**src/rtl/imem_loader.sv**
```systemverilog
`default_nettype none
// ============================================================================
//  Module      : imem_loader
//  Description : Boot-stream instruction-memory loader. Receives a big-endian
//                byte stream (16-bit word count, then count 32-bit words,
//                MSB first), writes each word into instruction memory starting
//                at 0x00003000 and holds the CPU in reset until the load has
//                completed. Aborts into a sticky error state on an oversized
//                header (or, optionally, a checksum mismatch).
//  Options     : `define IMEM_LOADER_CHECKSUM_EN to append a 32-bit XOR
//                checksum of all written words after the data, verified
//                before the CPU is released.
//  Revision    : 1.0 - initial release
// ============================================================================
module imem_loader (
    input  logic        clk,
    input  logic        reset,
    input  logic        in_valid,
    input  logic [7:0]  in_data,
    output logic        in_ready,
    output logic        we,
    output logic [31:0] waddr,
    output logic [31:0] wdata,
    output logic        cpu_reset,
    output logic        done,
    output logic        error,
    output logic [10:0] words_loaded
);

    // Load address of word 0; also the CPU reset vector.
    localparam logic [31:0] c_BASE_ADDR = 32'h0000_3000;
    // Largest accepted word count (4 KiB image).
    localparam logic [15:0] c_MAX_WORDS = 16'd1024;

    // State encoding
    localparam logic [2:0] c_IDLE = 3'd0;
    localparam logic [2:0] c_HDR0 = 3'd1;
    localparam logic [2:0] c_HDR1 = 3'd2;
    localparam logic [2:0] c_DATA = 3'd3;
`ifdef IMEM_LOADER_CHECKSUM_EN
    localparam logic [2:0] c_CSUM = 3'd4;
`endif
    localparam logic [2:0] c_DONE = 3'd5;
    localparam logic [2:0] c_ERR  = 3'd6;

    // Where the FSM goes once the payload is complete (or empty).
`ifdef IMEM_LOADER_CHECKSUM_EN
    localparam logic [2:0] c_AFTER_DATA = c_CSUM;
`else
    localparam logic [2:0] c_AFTER_DATA = c_DONE;
`endif

    logic [2:0]  r_state;
    logic [7:0]  r_cnt_hi;     // header high byte, held until HDR1 arrives
    logic [10:0] r_total;      // validated word count (<= 1024)
    logic [1:0]  r_byte_cnt;   // byte position inside the current word
    logic [23:0] r_shift;      // first three bytes of the word being built
    logic [10:0] r_words;
    logic        r_we;
    logic [31:0] r_waddr;
    logic [31:0] r_wdata;
    logic        r_cpu_reset;
    logic        r_done;
    logic        r_error;
`ifdef IMEM_LOADER_CHECKSUM_EN
    logic [31:0] r_csum;       // running XOR of every written word
`endif

    logic        w_accept;
    logic [31:0] w_word;
    logic [15:0] w_count;
    logic        w_last_word;
    logic [31:0] w_word_addr;

    // Handshake and datapath helpers; the 4th byte completes w_word directly.
    assign w_accept    = in_valid & in_ready;
    assign w_word      = {r_shift, in_data};
    assign w_count     = {r_cnt_hi, in_data};
    assign w_last_word = ((r_words + 11'd1) == r_total);
    assign w_word_addr = c_BASE_ADDR + {19'd0, r_words, 2'b00};

    // Ready depends on state only so the source never sees a valid->ready path.
    always_comb begin
        in_ready = 1'b0;
        case (r_state)
            c_HDR0,
            c_HDR1,
            c_DATA: in_ready = 1'b1;
`ifdef IMEM_LOADER_CHECKSUM_EN
            c_CSUM: in_ready = 1'b1;
`endif
            default: in_ready = 1'b0;
        endcase
    end

    // Loader FSM with registered write port and status outputs.
    always_ff @(posedge clk) begin
        if (reset) begin
            r_state     <= c_IDLE;
            r_cnt_hi    <= 8'd0;
            r_total     <= 11'd0;
            r_byte_cnt  <= 2'd0;
            r_shift     <= 24'd0;
            r_words     <= 11'd0;
            r_we        <= 1'b0;
            r_waddr     <= c_BASE_ADDR;
            r_wdata     <= 32'd0;
            r_cpu_reset <= 1'b1;
            r_done      <= 1'b0;
            r_error     <= 1'b0;
`ifdef IMEM_LOADER_CHECKSUM_EN
            r_csum      <= 32'd0;
`endif
        end else begin
            // Write strobe is a single-cycle pulse; address/data hold.
            r_we <= 1'b0;
            case (r_state)
                c_IDLE: begin
                    r_state <= c_HDR0;
                end

                c_HDR0: begin
                    if (w_accept) begin
                        r_cnt_hi <= in_data;
                        r_state  <= c_HDR1;
                    end
                end

                c_HDR1: begin
                    if (w_accept) begin
                        r_total <= w_count[10:0];
                        if (w_count > c_MAX_WORDS) begin
                            // Error is flagged on the transition so it is
                            // visible the cycle right after the header.
                            r_state <= c_ERR;
                            r_error <= 1'b1;
                        end else if (w_count == 16'd0) begin
                            r_state <= c_AFTER_DATA;
                        end else begin
                            r_state <= c_DATA;
                        end
                    end
                end

                c_DATA: begin
                    if (w_accept) begin
                        if (r_byte_cnt == 2'd3) begin
                            r_we       <= 1'b1;
                            r_waddr    <= w_word_addr;
                            r_wdata    <= w_word;
                            r_words    <= r_words + 11'd1;
                            r_byte_cnt <= 2'd0;
`ifdef IMEM_LOADER_CHECKSUM_EN
                            r_csum     <= r_csum ^ w_word;
`endif
                            if (w_last_word) begin
                                r_state <= c_AFTER_DATA;
                            end
                        end else begin
                            r_shift    <= {r_shift[15:0], in_data};
                            r_byte_cnt <= r_byte_cnt + 2'd1;
                        end
                    end
                end

`ifdef IMEM_LOADER_CHECKSUM_EN
                c_CSUM: begin
                    if (w_accept) begin
                        if (r_byte_cnt == 2'd3) begin
                            r_byte_cnt <= 2'd0;
                            if (w_word == r_csum) begin
                                r_state <= c_DONE;
                            end else begin
                                r_state <= c_ERR;
                                r_error <= 1'b1;
                            end
                        end else begin
                            r_shift    <= {r_shift[15:0], in_data};
                            r_byte_cnt <= r_byte_cnt + 2'd1;
                        end
                    end
                end
`endif

                c_DONE: begin
                    // One cycle after entry, so release trails the last write.
                    r_done      <= 1'b1;
                    r_cpu_reset <= 1'b0;
                end

                c_ERR: begin
                    r_error     <= 1'b1;
                    r_cpu_reset <= 1'b1;
                end

                default: begin
                    r_state <= c_ERR;
                    r_error <= 1'b1;
                end
            endcase
        end
    end

    assign we           = r_we;
    assign waddr        = r_waddr;
    assign wdata        = r_wdata;
    assign cpu_reset    = r_cpu_reset;
    assign done         = r_done;
    assign error        = r_error;
    assign words_loaded = r_words;

endmodule
`default_nettype wire

```
**config.mk**
```make
export PLATFORM = sky130hd
export DESIGN_NAME = imem_loader
export DESIGN_NICKNAME = d
export VERILOG_FILES = /design/src/rtl/imem_loader.sv
export SDC_FILE = /design/constraint.sdc
export NUM_CORES = 1
export LEC_CHECK = 0
export ABC_AREA = 1
export CAP_MARGIN = 20
export CORE_ASPECT_RATIO = 0.8
export CORE_UTILIZATION = 52
export DETAILED_ROUTE_END_ITERATION = 8
export GPL_TIMING_DRIVEN = 0
export PLACE_DENSITY = 0.79
export REMOVE_ABC_BUFFERS = 1
export SETUP_SLACK_MARGIN = 0.2
export SLEW_MARGIN = 20
export SYNTH_ARGS = -nofsm -noshare
export SYNTH_HDL_FRONTEND = slang
export SYNTH_SLANG_ARGS = --single-unit
```
**constraint.sdc**
```tcl
create_clock -name clk -period 1.9 [get_ports clk]
set_input_delay 0.19 -clock clk [delete_from_list [all_inputs] [get_ports clk]]
set_output_delay 0.19 -clock clk [all_outputs]
set_load 0.01 [all_outputs]
```
==> results.txt, run 1 <==
- Result of the run: complete, but fails checks
- Violations in the final reports: negative setup slack
- The net count of the finished layout is 714.
- Min-Delay Startpoint: in_valid
- TritonCTS Buffers: 9
- Post-layout minimum cycle time: 1.98 ns
- Of the total power, the clock network draws 0.278.
* Final core area utilization: 0.733
* Switching power: 1.81 mW
- The analysis attributes to cell leakage a power of 2.43 nW.
- Max-cap violations: 0
- Pwr/cell area: 850 nW/um^2
* Number of nets with antenna violations after routing: 0
- At the end of routability-driven placement, the weighted congestion stood at 0.807.
- IR analysis of the VDD net gives a maximum drop of 749 uV.
* Non-filler instance count after layout: 818
- The share of the Yosys chip area taken by registers is 0.463.
- Clock tree from TritonCTS: built
* RSZ-0062 raised after global routing: yes
* Total DRC errors in the routed layout: 0
* CTS clk-pin slew, worst paths: 0.11 ns
- Filler cells: 600
- Total routing usage reported by global routing: 0.256
- After detailed placement, the total cell area comes to 5150 um^2.
- Residual overflow from global routing: 0
* Area of the placeable core: 8560 um^2
* Startpoint Class: flop
- Along the worst path, the maximum fanout reaches 3.
- Average vias per placed instance: 5.78
- Via count of the first global-routing pass: 3879
- The worst pin sits at a relative slew slack of 0.532.
- Startpoint of the most critical register-to-register path: words_loaded[0]
- The first global-routing pass estimated 18.7 mm of wire.
- The share of synthesized area in the top cell type comes to 0.463.
- Detailed-router iteration count before antenna repair: 7
- Maximum number of pins on one net before global-route repair: 57
* Total instance count after detailed placement: 758
* Multi-input combinational cell area: 2420 um^2
- Setup violations remaining at the end of the flow were counted as 1.
- Static timing analysis puts the maximum clock frequency at 505 MHz.
- Number of H-tree branching levels: 3
- The number of hold buffers added after CTS was 0.
- Die Height: 86.4 um
* Final Slew Violations: 0
- Of the total power, the share spent switching nets is 0.340.
- Counting every instance in the synthesized netlist gives 620.
- Detail-routed net length per standard cell: 17.2 um
- For this run, the number of Yosys warnings is 0.
- The number of antenna diodes in the final layout is 0.
- During I/O placement, the number of pins put on the boundary was 91.
* Per-instance average area after synthesis: 7.46 um^2
* Routed WL: 14.1 mm
- Of all flip-flops after synthesis, the portion carrying an async set or reset was 0.
* Count of buffers inserted at the top-level ports: 71
- The biggest area contributor in the post-synthesis netlist is sky130_fd_sc_hd__dfxtp_1.
- Required time worst endpoint: 2.17 ns
- Full die area: 9280 um^2
* Share of layout cells above drive strength 1: 0.232
* Final HPWL from detailed placement: 6.45 mm
* Antenna violations before repair: 0
* Critical Path Source: words_loaded[0]
- The share of total power dissipated in combinational logic is 0.245.
* Post-synthesis cell area: 4630 um^2
- Critical path endpoint category: flop
- Violation count after the first detailed-routing iteration: 479
- Worst EP arrival: 2.25 ns
- Across all layers, the routed design uses 4731 vias.
* Area overhead of the layout relative to synthesis: 35.6%
- Internal power comes to 3.52 mW.
- Setup ws final: -0.0821 ns
- Clock latency at the later pin of the worst-skew pair: 0.38 ns
- Worst-margin pin slew: 0.703 ns
- Clk root buf: sky130_fd_sc_hd__clkbuf_8
* Register area: 2170 um^2
- Sorting the synthesized cells by area gives the leading types as sky130_fd_sc_hd__dfxtp_1, sky130_fd_sc_hd__nor2_1, sky130_fd_sc_hd__o21ai_0, sky130_fd_sc_hd__a21oi_1, sky130_fd_sc_hd__nand2_1.
* Critical Setup Path Class: reg2reg
* Clock Sinks: 107
* Top flip-flop cell by instance count after synthesis: sky130_fd_sc_hd__dfxtp_1
- The share of total power dissipated in sequential elements is 0.477.
- The synthesized design contains 0 enable-type register cells.
- Number of different library cells in the post-synthesis netlist: 32
* Starting Density: 0.540
* Site row count: 30
- Measured along the x axis, the die boundary spans 107 um.
- Crit share post-route: 1.04
- Final count of hold timing violations: 0
- Worst hold path type: in2reg
* Skew final: 0.0110 ns
- Layout Cell Area excl Fill: 6270 um^2
- Post-synthesis register bit count: 107
- The clock passes through at most 2 buffers.
## Yosys cell counts (2+ instances only)
cell and number:
sky130_fd_sc_hd__nor2_4 6, sky130_fd_sc_hd__inv_1 34, sky130_fd_sc_hd__dfxtp_1 107, sky130_fd_sc_hd__buf_6 4, sky130_fd_sc_hd__nand2_2 5, sky130_fd_sc_hd__nand2_1 75
sky130_fd_sc_hd__nor3_1 2, sky130_fd_sc_hd__nor2_1 107, sky130_fd_sc_hd__nor2_2 5, sky130_fd_sc_hd__ha_1 2, sky130_fd_sc_hd__a31oi_1 2, sky130_fd_sc_hd__o21ai_0 77
sky130_fd_sc_hd__xor2_1 3, sky130_fd_sc_hd__buf_2 8, sky130_fd_sc_hd__nand3b_1 2, sky130_fd_sc_hd__clkbuf_1 19, sky130_fd_sc_hd__buf_4 33, sky130_fd_sc_hd__nand4_1 2
sky130_fd_sc_hd__nand3_1 49, sky130_fd_sc_hd__a21oi_1 60, sky130_fd_sc_hd__inv_2 7
## routing by layer
| layer | wire length [um] | up-vias | GRT usage | part of all wire |
|---|---|---|---|---|
| met5 | 0 | - | 0 | 0 |
| met3 | 1370 | 52 | 0.0617 | 0.097 |
| met1 | 5590 | 2196 | 0.343 | 0.40 |
| met4 | 491 | 0 | 0.0772 | 0.035 |
| li1 | - | 2152 | - | - |
| met2 | 6650 | 331 | 0.412 | 0.47 |
## area by class of cell
type | instances | share of cell area
Sequential cell | 107 | 0.346
Inverter | 41 | 0.0287
Clock buffer | 9 | 0.0197
Tap cell | 112 | 0.0223
Timing Repair Buffer | 101 | 0.156
Multi-Input combinational cell | 432 | 0.386
Timing Repair inverter | 9 | 0.0279
Clock inverter | 7 | 0.0134
## cells in the final DEF (no fill, tap or decap), types with 2 or more instances in the layout
| cell type | Yosys | routed |
|---|---|---|
| sky130_fd_sc_hd__nand3_2 | 1 | 15 |
| sky130_fd_sc_hd__a21oi_2 | 1 | 15 |
| sky130_fd_sc_hd__inv_2 | 7 | 5 |
| sky130_fd_sc_hd__inv_1 | 34 | 32 |
| sky130_fd_sc_hd__o21ai_1 | 1 | 19 |
| sky130_fd_sc_hd__a21oi_1 | 60 | 45 |
| sky130_fd_sc_hd__inv_8 | 0 | 2 |
| sky130_fd_sc_hd__buf_4 | 33 | 23 |
| sky130_fd_sc_hd__dfxtp_1 | 107 | 96 |
| sky130_fd_sc_hd__conb_1 | 1 | 19 |
| sky130_fd_sc_hd__inv_6 | 0 | 4 |
| sky130_fd_sc_hd__o21ai_0 | 77 | 45 |
| sky130_fd_sc_hd__nand3_1 | 49 | 35 |
| sky130_fd_sc_hd__inv_4 | 0 | 2 |
| sky130_fd_sc_hd__nand2_2 | 5 | 3 |
| sky130_fd_sc_hd__dfxtp_4 | 0 | 7 |
| sky130_fd_sc_hd__buf_12 | 0 | 3 |
| sky130_fd_sc_hd__clkinv_4 | 0 | 2 |
| sky130_fd_sc_hd__clkbuf_8 | 0 | 9 |
| sky130_fd_sc_hd__nor2_4 | 6 | 16 |
| sky130_fd_sc_hd__nand4_1 | 2 | 2 |
| sky130_fd_sc_hd__buf_2 | 8 | 2 |
| sky130_fd_sc_hd__clkinv_16 | 0 | 3 |
| sky130_fd_sc_hd__nand3b_1 | 2 | 2 |
| sky130_fd_sc_hd__nor2_2 | 5 | 9 |
| sky130_fd_sc_hd__o21ai_2 | 0 | 14 |
| sky130_fd_sc_hd__nand2_4 | 0 | 6 |
| sky130_fd_sc_hd__a31oi_1 | 2 | 2 |
| sky130_fd_sc_hd__xor2_1 | 3 | 3 |
| sky130_fd_sc_hd__nand2_8 | 0 | 4 |
| sky130_fd_sc_hd__nor2_1 | 107 | 94 |
| sky130_fd_sc_hd__clkinv_8 | 0 | 3 |
| sky130_fd_sc_hd__clkdlybuf4s50_1 | 0 | 68 |
| sky130_fd_sc_hd__dfxtp_2 | 0 | 4 |
| sky130_fd_sc_hd__nand2_1 | 75 | 72 |
| sky130_fd_sc_hd__buf_6 | 4 | 4 |
## path summary, 6_finish.rpt
check / depth (start not counted) / slack [ns] / end
setup / recovery: 14 / -0.08 / r_state[1]
hold / removal: 3 / 0.35 / r_shift[23]
setup reg to reg: 14 / -0.08 / r_state[1]
hold reg to reg: 2 / 0.46 / done
## what timing repair did
item                       4_1_cts  5_1_grt
pin swaps                       16       26
setup endpoints to repair      105       99
hold endpoints to repair         0        0
gates cloned                     6        9
buffers inserted                16       13
gates resized for setup         52      121
## critical path: stages (launching register included)
cell                      delay (ns)
sky130_fd_sc_hd__dfxtp_4        0.39
sky130_fd_sc_hd__buf_4          0.12
sky130_fd_sc_hd__nand3_1        0.14
sky130_fd_sc_hd__nor2_2         0.16
sky130_fd_sc_hd__nand2_1        0.08
sky130_fd_sc_hd__nand2_1        0.10
sky130_fd_sc_hd__nand2_1        0.09
sky130_fd_sc_hd__nand2_1        0.07
sky130_fd_sc_hd__nand3_1        0.11
sky130_fd_sc_hd__nor2_2         0.13
sky130_fd_sc_hd__nand2_1        0.10
sky130_fd_sc_hd__nand2_2        0.11
sky130_fd_sc_hd__nand4_1        0.11
sky130_fd_sc_hd__nand2_1        0.11
sky130_fd_sc_hd__inv_1          0.05
## cells by family after synthesis
family,share of synthesized area
AND/OR/NAND/NOR,0.245
AO/OA/AOI/OAI,0.157
flip-flops,0.463
buffers and inverters,0.121
XOR/XNOR,0.00758
adder cells (fa/ha/maj),0.00541
other,0.000811
## metrics by stage
step	hold WS, ns	TNS [ns]	worst slack (ns)	total power [mW]
CTS	0.334	0	0.150	5.03
detailed placement	0.443	-117.58	-1.88	3.49
global placement	0.444	-137.18	-1.89	3.44
finish	0.353	-0.0821	-0.0821	5.33
floorplan	0.252	-3.51	-0.215	3.20
global route	0.367	-0.181	-0.117	5.53
## state kept, by name (all words and copies together) (netlist names)
name          flops
cpu_reset         1
done              1
error             1
r_byte_cnt        2
r_cnt_hi          8
r_shift          24
r_state           3
r_total          11
waddr            12
wdata            32
we                1
words_loaded     11
## power by group through the flow
stage / combinational, mW / sequential [mW] / clock [mW]
3_5_place_dp: 0.930 / 2.56 / 0
6_report: 1.31 / 2.54 / 1.48
5_1_grt: 1.39 / 2.55 / 1.58
4_1_cts: 1.02 / 2.51 / 1.49
2_1_floorplan: 0.661 / 2.54 / 0
3_3_place_gp: 0.892 / 2.55 / 0
Note: power is estimated with default switching activity, not from simulation.
==> run 2: changes to the inputs <==
--- a/config.mk
+++ b/config.mk
@@ -8,12 +8,13 @@
 export ABC_AREA = 1
 export CAP_MARGIN = 20
 export CORE_ASPECT_RATIO = 0.8
+export CORE_MARGIN = 2
 export CORE_UTILIZATION = 52
 export DETAILED_ROUTE_END_ITERATION = 8
-export GPL_TIMING_DRIVEN = 0
 export PLACE_DENSITY = 0.79
 export REMOVE_ABC_BUFFERS = 1
 export SETUP_SLACK_MARGIN = 0.2
+export SKIP_CTS_REPAIR_TIMING = 1
 export SLEW_MARGIN = 20
 export SYNTH_ARGS = -nofsm -noshare
 export SYNTH_HDL_FRONTEND = slang
==> results.txt, run 2 (synthesis results as in run 1) <==
- Result of the run: finished clean (was complete, but fails checks).
* Max-cap violations: 0 (unchanged)
* Setup ws final: 0.152 ns (was -0.0821 ns)
- The utilization of the core after routing was 0.668 (was 0.733).
- Detail-routed net length per standard cell: 13.8 um (was 17.2 um)
* Antenna cell count: 0 (unchanged)
* Area of the placeable core: 8560 um^2 (unchanged)
* Skew final: 0.0131 ns (was 0.0110 ns)
- Area overhead of the layout relative to synthesis: 23.5% (was 35.6%)
* Starting Density: 0.540 (unchanged)
- Count of buffers inserted at the top-level ports: 71 (unchanged)
- The wire length of the first global-routing pass is 17.1 mm (was 18.7 mm).
- Detailed-router iteration count before antenna repair: 5 (was 7)
- Min-Delay Startpoint: in_data[0] (was in_valid)
- The wire length after detailed routing came to 11.0 mm (was 14.1 mm).
* Final weighted congestion in routability-driven placement: 0.921 (was 0.807)
- The worst hold slack across all endpoints is 0.434 ns (was 0.353 ns).
- Number of H-tree branching levels: 3 (unchanged)
- Commonest non-fill, non-tap cells in the layout: sky130_fd_sc_hd__nor2_1, sky130_fd_sc_hd__dfxtp_1, sky130_fd_sc_hd__o21ai_0 (was sky130_fd_sc_hd__dfxtp_1, sky130_fd_sc_hd__nor2_1, sky130_fd_sc_hd__nand2_1).
- Via count of the first global-routing pass: 3722 (was 3879)
- Switching power: 1.61 mW (was 1.81 mW)
* Cell-internal power: 3.29 mW (was 3.52 mW)
- The maximum clock insertion buffer count came to 2 (unchanged).
- Width of the die: 109 um (was 107 um)
- Sequential power share: 0.512 (was 0.477)
- Worst EP arrival: 2.07 ns (was 2.25 ns)
* Required time worst endpoint: 2.22 ns (was 2.17 ns)
- The maximum number of pins on one net before global-route repair came to 76 (was 57).
- The master of the slowest instance on the critical path is sky130_fd_sc_hd__dfxtp_1 (was sky130_fd_sc_hd__dfxtp_4).
- The flip-flop count of the largest register after layout is 32 (unchanged).
- Final count of hold timing violations: 0 (unchanged)
- The reg-to-reg critical path startpoint is words_loaded[5] (was words_loaded[0]).
- The number of CTS-inserted buffers came to 9 (unchanged).
- The count of antenna-violating nets left after detailed routing is 0 (unchanged).
- The worst-case vdd ir drop is 544 uV (was 749 uV).
- Startpoint Class: flop (unchanged)
- The power per standard cell area came to 858 nW/um^2 (was 850 nW/um^2).
* Crit share post-route: 0.920 (was 1.04)
- The kind of path behind the tightest hold check is in2reg (unchanged).
* Antenna violations before repair: 0 (unchanged)
- The ratio of cells with drive above 1 in the final layout came to 0.133 (was 0.232).
- Peak clock frequency supported by timing: 572 MHz (was 505 MHz)
* Critical path endpoint category: flop (unchanged)
- Leakage power: 2.21 nW (was 2.43 nW)
* CTS clk-pin slew, worst paths: 0.11 ns (about the same)
- RSZ-0062 raised after global routing: yes (unchanged).
- Post-Place Setup Slack: 0.0991 ns (was -1.88 ns)
- The vias after detailed routing came to 4269 (was 4731).
- Dominant cell type by count on the critical path: sky130_fd_sc_hd__nand2_1 (unchanged)
* Final setup vio count: 0 (was 1)
- Max stage delay on crit path: 0.43 ns (was 0.39 ns)
* Average vias per placed instance: 5.36 (was 5.78)
- The type of the worst setup path is reg2reg (unchanged).
* Most common library cell in the layout ignoring fill and taps: sky130_fd_sc_hd__nor2_1 (was sky130_fd_sc_hd__dfxtp_1)
* Final HPWL from detailed placement: 7.30 mm (was 6.45 mm)
- Clk root buf: sky130_fd_sc_hd__clkbuf_8 (unchanged)
- Clock share of power: 0.277 (was 0.278)
- The total negative slack was 0 ns (was -0.0821 ns).
- Clock Sinks: 107 (unchanged)
* Clock latency at the later pin of the worst-skew pair: 0.38 ns (about the same)
* Critical Path Source: words_loaded[5] (was words_loaded[0])
- Part of the total power dissipated in combinational logic: 0.211 (was 0.245)
* Total routing usage reported by global routing: 0.222 (was 0.256)
- Num ports: 91 (unchanged)
* Violation count after the first detailed-routing iteration: 268 (was 479)
* Cell Chain, Critical Path: inv_1, nor2_4, nand3_1, nand3_1, nand2_1, nor2_2, nand2_1, nor2_1, nand2_1, nand2_2, nand3_2, a21oi_2 (was buf_4, nand3_1, nor2_2, nand2_1, nand2_1, nand2_1, nand2_1, nand3_1, nor2_2, nand2_1, nand2_2, nand4_1, nand2_1, inv_1)
- Total instance count after detailed placement: 777 (was 758)
- The fraction of power spent switching nets is 0.328 (was 0.340).
* Non-filler instance count after layout: 797 (was 818)
- Post-layout minimum cycle time: 1.75 ns (was 1.98 ns)
* Total DRC errors in the routed layout: 0 (unchanged)
- Die Height: 88.4 um (was 86.4 um)
- The number of nets at the end of the flow is 693 (was 714).
- The CTS tree is built (unchanged).
- Site row count: 30 (unchanged)
- The max-slew violation total from the final report came to 0 (unchanged).
- Full die area: 9670 um^2 (was 9280 um^2)
- Residual overflow from global routing: 0 (unchanged)
- The largest fanout of any net on the critical path came to 5 (was 3).
## run 2: critical path: cells and delay by family, from the launching register on
family	cells	cell delay, ns
compound gates	1	0.14
flops	1	0.43
simple gates	10	0.96
buf+inv	1	0.17
## run 2: power by group through the flow
stage,Sequential (mW),Combinational [mW],Clock (mW)
2_1_floorplan,2.54,0.661,0
3_3_place_gp,2.55,0.971,0
3_5_place_dp,2.55,1.00,0
4_1_cts,2.50,1.01,1.37
5_1_grt,2.52,1.16,1.46
6_report,2.51,1.03,1.36
## run 2: stage by stage
stage | area (um^2) | power, mW
2_1_floorplan | 4290 | 3.20
3_3_place_gp | 5330 | 3.52
3_5_place_dp | 5330 | 3.55
4_1_cts | 5520 | 4.88
5_1_grt | 5710 | 5.14
6_report | 5710 | 4.90
## run 2: final timing paths
check | to | slack, ns | cells after the start
max | r_state[2] | 0.15 | 12
min | r_shift[0] | 0.43 | 3
max reg2reg | r_state[2] | 0.15 | 12
min reg2reg | r_shift[17] | 0.47 | 2
## run 2: routing by layer
layer,wire [um],global-route usage,vias up,part of all wire
met5,0,0,-,0
met4,173,0.0679,0,0.016
met3,682,0.0538,17,0.062
met2,5000,0.341,153,0.46
met1,5110,0.311,2013,0.47
li1,-,-,2086,-
## run 2: area by class of cell
type | instances | area [um^2]
clock inverters | 7 | 66.3
clock buffers | 9 | 124
well taps | 112 | 140
inverters | 41 | 156
flip-flops and latches | 107 | 2150
fillers | 714 | 2850
repair buffers | 95 | 956
multi-input cells | 426 | 2120
==> run 3: changes to the inputs <==
--- a/config.mk
+++ b/config.mk
@@ -10,6 +10,7 @@
 export CORE_ASPECT_RATIO = 0.8
 export CORE_MARGIN = 2
 export CORE_UTILIZATION = 52
+export CTS_CLUSTER_SIZE = 28
 export DETAILED_ROUTE_END_ITERATION = 8
 export PLACE_DENSITY = 0.79
 export REMOVE_ABC_BUFFERS = 1
==> results of run 3 <==
Final layout, timing and power as in run 2 (identical DEF).
